--- config.mk ---
export PLATFORM = sky130hd
export DESIGN_NAME = fx_bus_master
export DESIGN_NICKNAME = d
export VERILOG_FILES = /design/src/rtl/fx_bus_master.sv
export SDC_FILE = /design/constraint.sdc
export NUM_CORES = 1
export LEC_CHECK = 0
export ABC_AREA = 1
export CELL_PAD_IN_SITES_DETAIL_PLACEMENT = 1
export CELL_PAD_IN_SITES_GLOBAL_PLACEMENT = 1
export CORE_MARGIN = 3
export CORE_UTILIZATION = 43
export CTS_CLUSTER_SIZE = 8
export DETAILED_ROUTE_END_ITERATION = 12
export PLACE_DENSITY = 0.92
export SLEW_MARGIN = 20
export SYNTH_ARGS = -nofsm -noshare
export SYNTH_HDL_FRONTEND = slang
export SYNTH_SLANG_ARGS = --single-unit
--- constraint.sdc ---
create_clock -name clk_sys -period 3.7 [get_ports clk_sys]
set_input_delay 0.925 -clock clk_sys [delete_from_list [all_inputs] [get_ports clk_sys]]
set_output_delay 0.925 -clock clk_sys [all_outputs]
set_load 0.03 [all_outputs]
--- src/rtl/fx_bus_master.sv ---
// fx_bus_master: host command-stream to fx register bus bridge.
// Decodes write/read packets into fx strobes and returns read bytes.
module fx_bus_master #(
  parameter int TO_CYC = 50000
) (
  input  logic        clk_sys,
  input  logic        rst_n,
  input  logic [7:0]  cmd_data,
  input  logic        cmd_vld,
  output logic        cmd_rdy,
  output logic [7:0]  rsp_data,
  output logic        rsp_vld,
  input  logic        rsp_rdy,
  output logic [21:0] fx_waddr,
  output logic        fx_wr,
  output logic [7:0]  fx_data,
  output logic [21:0] fx_raddr,
  output logic        fx_rd,
  input  logic [7:0]  fx_q,
  output logic        busy,
  output logic        err_pulse
);

  typedef enum logic [3:0] {
    IDLE, ADR2, ADR1, ADR0, LEN,
    WDAT, WSTB, RSTB, RCAP, RSND
  } state_t;

  localparam logic [7:0]  OP_WR  = 8'h57;
  localparam logic [7:0]  OP_RD  = 8'h52;
  localparam logic [15:0] TO_LIM = 16'(TO_CYC - 1);

  state_t      state, state_nx;
  logic        op_wr;
  logic [5:0]  dev;
  logic [15:0] addr;
  logic [8:0]  cnt;
  logic [15:0] to_cnt;
  logic        acc, last, timing, err_nx;

  assign acc  = cmd_vld & cmd_rdy;
  assign last = (cnt == 9'd1);

  always_ff @(posedge clk_sys or negedge rst_n) begin
    if (!rst_n) state <= IDLE;
    else        state <= state_nx;
  end

  always_comb begin
    state_nx = state;
    err_nx   = 1'b0;
    unique case (state)
      IDLE: if (acc) begin
        if (cmd_data == OP_WR || cmd_data == OP_RD)
          state_nx = ADR2;
        else
          err_nx = 1'b1;
      end
      ADR2: if (acc) state_nx = ADR1;
      ADR1: if (acc) state_nx = ADR0;
      ADR0: if (acc) state_nx = LEN;
      LEN:  if (acc) state_nx = op_wr ? WDAT : RSTB;
      WDAT: if (acc) state_nx = WSTB;
      WSTB: state_nx = last ? IDLE : WDAT;
      RSTB: state_nx = RCAP;
      RCAP: state_nx = RSND;
      RSND: if (rsp_rdy) state_nx = last ? IDLE : RSTB;
      default: state_nx = IDLE;
    endcase
    // inter-byte stall inside a packet aborts it
    if (timing && !acc && to_cnt == TO_LIM) begin
      state_nx = IDLE;
      err_nx   = 1'b1;
    end
  end

  always_comb begin
    cmd_rdy = 1'b0;
    busy    = 1'b1;
    timing  = 1'b0;
    unique case (state)
      IDLE: begin
        cmd_rdy = 1'b1;
        busy    = 1'b0;
      end
      ADR2, ADR1, ADR0, LEN, WDAT: begin
        cmd_rdy = 1'b1;
        timing  = 1'b1;
      end
      default: ;
    endcase
  end

  always_ff @(posedge clk_sys or negedge rst_n) begin
    if (!rst_n) begin
      op_wr     <= 1'b0;
      dev       <= '0;
      addr      <= '0;
      cnt       <= '0;
      to_cnt    <= '0;
      fx_waddr  <= '0;
      fx_raddr  <= '0;
      fx_data   <= '0;
      fx_wr     <= 1'b0;
      fx_rd     <= 1'b0;
      rsp_data  <= '0;
      rsp_vld   <= 1'b0;
      err_pulse <= 1'b0;
    end else begin
      fx_wr     <= (state_nx == WSTB);
      fx_rd     <= (state_nx == RSTB);
      err_pulse <= err_nx;
      if (acc || !timing) to_cnt <= '0;
      else                to_cnt <= to_cnt + 16'd1;
      if (acc) begin
        unique case (state)
          IDLE: op_wr <= (cmd_data == OP_WR);
          ADR2: dev <= cmd_data[5:0];
          ADR1: addr[15:8] <= cmd_data;
          ADR0: addr[7:0] <= cmd_data;
          LEN:  cnt <= {cmd_data == 8'd0, cmd_data};
          WDAT: begin
            fx_data  <= cmd_data;
            fx_waddr <= {dev, addr};
          end
          default: ;
        endcase
      end
      if (state == WSTB) begin
        addr <= addr + 16'd1;
        cnt  <= cnt - 9'd1;
      end
      // next read address already includes the post-handshake increment
      if (state_nx == RSTB)
        fx_raddr <= {dev, (state == RSND) ? addr + 16'd1 : addr};
      if (state == RCAP) begin
        rsp_data <= fx_q;
        rsp_vld  <= 1'b1;
      end
      if (state == RSND && rsp_rdy) begin
        rsp_vld <= 1'b0;
        addr    <= addr + 16'd1;
        cnt     <= cnt - 9'd1;
      end
    end
  end

endmodule

==> results.yml, run 1 <==
floorplan:
  die_w_um: 121
  fp.dieH_um: 121
  initial_core_util: 0.444
  row_count: 41
  ios: 86
  coreArea_um2: 12800
  die-area_um2: 14600
pwr:
  fin_total_pwr_mw: 6.77
  vdd_drop_max_mv: 0.453
  clockPowerShare: 0.246
  p_int_mw: 3.86
  power.leakage_nw: 3.50
  powerDensity_nw_per_um2: 931
  pwr-share-seq: 0.322
  swShare: 0.429
  p_sw_mw: 2.91
  p_comb_frac: 0.431
synth:
  ys_seq_elements: 116
  yosysUniqueCellTypes: 33
  synth-main-ff-cell: "dfrtp_1"
  synth.avg_cell_area_um2: 7.92
  netlist_instances: 716
  synth_warnings: 0
  syn_nets: 740
  synthArstFlopShare: 1.00
  synth_area_um2: 5670
  ys_seq_area_frac: 0.512
  synth-edff-count: 0
sta:
  period_share: 0.802
  rsz0062_at_grt: "false"
  finalSetupTns_ps: 0
  setup_viol: 0
  tightest_slew_ps: 872
  period_needed_ps: 2970
  hold_viol: 0
  fin_ws_ps: 734
  maxSlewViolCount: 0
  slew_headroom: 0.418
  clock.fmax_mhz: 337
  fin_skew_ps: 13.5
worst_hold_path:
  hold_path.class: "flop to flop"
global_routing:
  grt_max_degree: 67
  grt_pass1_vias: 5933
  antenna_found_initial: 0
  grt_usage: 0.268
  grt_pass1_wl_um: 30500
  grt_overflow: 0
critical_path:
  crit_type: "primary input to flop"
  critPathLaunchType: "primary input"
  crit_top_cell: "nand2_1"
  worstPathMaxFanout: 23
  crit_chain: "clkdlybuf4s50_1 > nand3_1 > nand2_1 > inv_2 > nand2_1 > nand2_1 > nor2_4 > nand2_2 > nand2_1 > nand2_1"
  slowest_stage: "clkdlybuf4s50_1"
  cpPeakStageDelay_ps: 630
  end_kind: "flop"
  crit_arrival_ps: 3270
  reg2reg_slack_ps: 980
  worstPathRequired_ps: 4000
final_layout:
  num_antenna_cells: 0
  regArea_um2: 2900
  fillers: 1543
  drive_gt1_frac: 0.0724
  finalCoreUtilization: 0.569
  final_nets: 826
  syn_to_final_growth_pct: 28.2
  multi_input_area_um2: 2420
clock_network:
  cts_resized: 0
  clk_path_buf_depth: 2
  root_buffer: "clkbuf_16"
  clock_latency_ps: 430
  cts_hold_buffers: 0
  cts_buffers: 17
  path_clk_slew_ps: 50
  tritoncts: "yes"
  cts.sinks: 116
  cts_setup_buffers: 0
  cts_max_level: 4
status:
  status: "finished clean"
routing:
  vias_per_cell: 5.49
  wl_um: 18600
  drtIter0Drc: 326
  dr.pass1.iters: 5
  detail-route-antenna-nets: 0
  vias: 5420
  drc_errors: 0
  routedWlPerCell_um: 18.8
place:
  place.gp.congestion: 0.911
  place_ws_ps: 334
  dp_hpwl_um: 13400
  port_buffers: 85
run:
  maxCapViolations: 0
## final timing paths
path                            from  cells past startpoint           end
max                          cmd_vld                     10  fx_raddr[19]
min                        to_cnt[0]                      1     to_cnt[0]
max reg2reg                 state[1]                     11  fx_raddr[19]
min reg2reg                to_cnt[0]                      1     to_cnt[0]
max in group asynchronous      rst_n                      2    to_cnt[12]
min in group asynchronous      rst_n                      1   fx_raddr[6]
## metal layers
metal | up-vias | wire [um] | track usage
met5 | - | 0 | 0
met4 | 0 | 445 | 0.101
met3 | 43 | 908 | 0.0674
met2 | 174 | 9350 | 0.458
met1 | 2720 | 7870 | 0.327
li1 | 2483 | - | -
## Yosys cell counts, types with 4 or more instances
master	instances	area (um2)
a21oi_1	10	50.1
buf_2	9	45.0
clkbuf_1	10	37.5
dfrtp_1	116	2900
ha_1	4	50.1
inv_1	59	221
inv_2	6	22.5
mux2_2	8	90.1
nand2_1	236	886
nand3_1	60	300
nand4_1	9	56.3
nor2_1	68	255
nor2_2	5	31.3
nor3_1	9	45.0
o211ai_1	4	30.0
o21ai_0	55	275
o221ai_1	6	52.6
o22ai_1	8	50.1
xor2_1	13	114
## final cells by class
cell class / count / area share
timing repair buffer: 88 / 0.122
clock inverter: 8 / 0.0134
multi-input combinational: 512 / 0.332
sequential: 116 / 0.399
inverter: 67 / 0.0346
tap: 172 / 0.0296
clock buffer: 24 / 0.0690
## through the flow
stage / hold WS (ps) / instances / instance area [um2]
after floorplan: 433 / 716 / 5670
after global placement: 451 / 955 / 6670
after detailed placement: 458 / 955 / 6670
after CTS: 471 / 987 / 7270
after global routing: 505 / 987 / 7270
final: 468 / 987 / 7270
## state kept, by name, indices dropped and copies added (netlist names), 4 cells and up
signal and flops:
state 4, rsp_data 8, fx_waddr 22, dev 6, to_cnt 16, fx_raddr 22, cnt 9, fx_data 8
addr 16
## cell families (layout without fill, tap and decap cells)
| logic type | after synthesis | after routing | share of synthesized area |
|---|---|---|---|
| compound gates | 91 | 91 | 0.0910 |
| mux | 8 | 8 | 0.0159 |
| flops | 116 | 116 | 0.512 |
| buf+inv | 88 | 187 | 0.0616 |
| fa+ha+maj | 4 | 4 | 0.00883 |
| simple gates | 396 | 396 | 0.291 |
| xor+xnor | 13 | 13 | 0.0201 |
## worst max-delay path, delay by kind of cell
| kind | cells | cell delay (ps) |
|---|---|---|
| buffers and inverters | 2 | 660 |
| and+or+nand+nor | 8 | 1680 |
## layout by cell type (no fill, tap or decap), drive strengths merged, types with 2 or more instances in the layout
cell type	count
a21oi	11
buf	4
bufinv	2
clkbuf	24
clkdlybuf4s50	84
clkinv	5
clkinvlp	3
dfrtp	116
ha	4
inv	65
mux2	8
nand2	238
nand3	62
nand3b	2
nand4	9
nor2	74
nor3	9
o211ai	4
o21a	2
o21ai	57
o221ai	6
o22ai	8
xor2	13
## power groups by stage
stage	clock, mW	combinational (mW)	sequential (mW)
6_report	1.67	2.92	2.18
5_1_grt	1.74	3.17	2.24
3_5_place_dp	0	2.87	2.18
2_1_floorplan	0	1.22	2.65
4_1_cts	1.67	2.93	2.17
3_3_place_gp	0	2.75	2.14
(Power assumes the default switching activity.)
==> run 2, diff against run 1 <==
--- a/config.mk
+++ b/config.mk
@@ -9,10 +9,10 @@
 export CELL_PAD_IN_SITES_DETAIL_PLACEMENT = 1
 export CELL_PAD_IN_SITES_GLOBAL_PLACEMENT = 1
 export CORE_MARGIN = 3
-export CORE_UTILIZATION = 43
+export CORE_UTILIZATION = 40
 export CTS_CLUSTER_SIZE = 8
 export DETAILED_ROUTE_END_ITERATION = 12
-export PLACE_DENSITY = 0.92
+export PLACE_DENSITY = 0.87
 export SLEW_MARGIN = 20
 export SYNTH_ARGS = -nofsm -noshare
 export SYNTH_HDL_FRONTEND = slang
==> constraint.sdc (replaced) <==
create_clock -name clk_sys -period 2.9 [get_ports clk_sys]
set_input_delay 0.725 -clock clk_sys [delete_from_list [all_inputs] [get_ports clk_sys]]
set_output_delay 0.725 -clock clk_sys [all_outputs]
set_load 0.03 [all_outputs]
==> results.yml, run 2 (same netlist as run 1, synthesis figures left out) <==
status:
  status: "finished clean"
clock_network:
  path_clk_slew_ps: 60
  cts_hold_buffers: 0
  tritoncts: "yes"
  clk_path_buf_depth: 2
  cts_buffers: 17
  cts.sinks: 116
  cts_max_level: 4
  cts_setup_buffers: 0
  root_buffer: "clkbuf_16"
  cts_resized: 0
  clock_latency_ps: 420
routing:
  drc_errors: 0
  dr.pass1.iters: 5
  routedWlPerCell_um: 18.5
  detail-route-antenna-nets: 0
  wl_um: 18500
  vias_per_cell: 5.41
  drtIter0Drc: 303
  vias: 5414
sta:
  rsz0062_at_grt: "false"
  fin_skew_ps: 5.33
  tightest_slew_ps: 534
  slew_headroom: 0.644
  fin_hold_ws_ps: 284
  period_needed_ps: 2690
  hold_viol: 0
  setup_viol: 0
  maxSlewViolCount: 0
  clock.fmax_mhz: 372
  period_share: 0.926
final_layout:
  syn_to_final_growth_pct: 29.7
  finalCoreUtilization: 0.542
  num_antenna_cells: 0
  final_cell_area_um2: 7350
  layout_common_cells: "nand2_1, dfrtp_1, clkdlybuf4s50_1"
  final_nets: 835
  final_common_cell: "nand2_1"
  top_regs: "fx_raddr (22), fx_waddr (22)"
  drive_gt1_frac: 0.0850
  stdcell_count: 1000
critical_path:
  crit_type: "primary input to flop"
  worstPathRequired_ps: 3200
  worstPathMaxFanout: 23
  crit_arrival_ps: 2980
  cpPeakStageDelay_ps: 610
  end_kind: "flop"
  crit_buf_inv: 2
  cp_top_family: "simple AND/OR/NAND/NOR gates"
  critPathLaunchType: "primary input"
  crit_top_cell: "nand2_1"
  slowest_stage: "clkdlybuf4s50_1"
  crit_chain: "clkdlybuf4s50_1 > inv_1 > nand2_1 > nor2_2 > nand3_2 > nand2_1 > nor2_4 > nand2_2 > nand2_1 > nand2_1"
place:
  dp_hpwl_um: 13300
  port_buffers: 85
  dp.cells: 968
  place.gp.congestion: 0.952
  placed_area_um2: 6730
pwr:
  pwr-share-seq: 0.319
  swShare: 0.427
  fin_total_pwr_mw: 8.71
  p_comb_frac: 0.426
  power.leakage_nw: 3.55
  powerDensity_nw_per_um2: 1190
  clockPowerShare: 0.255
  vdd_drop_max_mv: 0.580
  p_sw_mw: 3.72
  p_int_mw: 4.99
floorplan:
  ios: 86
  initial_core_util: 0.418
  die_w_um: 125
  coreArea_um2: 13600
  die-area_um2: 15600
  fp.dieH_um: 125
  row_count: 42
global_routing:
  grt_usage: 0.243
  grt_overflow: 0
  grt_pass1_wl_um: 30300
  antenna_found_initial: 0
  grt_max_degree: 41
  grt_pass1_vias: 5786
worst_hold_path:
  hold_path.class: "primary input to async pin"
run:
  maxCapViolations: 0
==> run 2: changes by cell type in the layout (fill, tap and decap cells not counted), sizes merged <==
cell	change
buf	+9
clkinv	+3
clkbuf	-4
bufinv	+1
==> run 2: final timing paths <==
path	startpoint	to	slack (ps)	cells past startpoint
worst max-delay path	cmd_vld	fx_raddr[11]	210	10
worst min-delay path	rst_n	fx_raddr[21]	280	1
worst max register to register	state[0]	fx_raddr[11]	350	11
worst min register to register	fx_waddr[7]	fx_waddr[7]	480	2
max in group asynchronous	rst_n	fx_data[6]	1820	2
min in group clk_sys	fx_waddr[7]	fx_waddr[7]	480	2
==> run 2: worst register-to-register path: stages (launching register included) <==
cell	delay, ps
dfrtp_1	560
nand2_1	120
clkinv_1	80
nand3_1	160
nand2_2	180
nand2_1	70
nand2_1	60
nand2_1	110
nor2_4	440
nand2_2	390
nand2_1	170
nand2_1	100
==> run 2: metrics by stage <==
step,TNS (ps),worst slack [ps]
after floorplan,0,1010
after global placement,0,69.6
after detailed placement,-1670,-125
after CTS,0,224
after global routing,0,11.1
final,0,214
==> run 2: metal layers <==
metal	routed length (um)	track usage	vias up
met5	0	0	-
met4	348	0.0874	0
met3	1100	0.0495	31
met2	9140	0.413	205
met1	7880	0.308	2666
li1	-	-	2512
==> run 2: power by group through the flow <==
stage                     clock, mW  combinational (mW)  sequential [mW]
final                          2.22                3.71             2.78
after global routing           2.32                4.03             2.87
after CTS                      2.24                3.73             2.78
after detailed placement          0                3.67             2.78
after global placement            0                3.51             2.73
after floorplan                   0                1.56             3.38
==> run 2: layout make-up <==
type	count	area (um2)
inverters	67	251
clock buffers	20	467
clock inverters	12	154
repair buffers	97	938
multi-input cells	512	2420
well taps	176	220
flip-flops and latches	116	2900
fillers	1645	6210
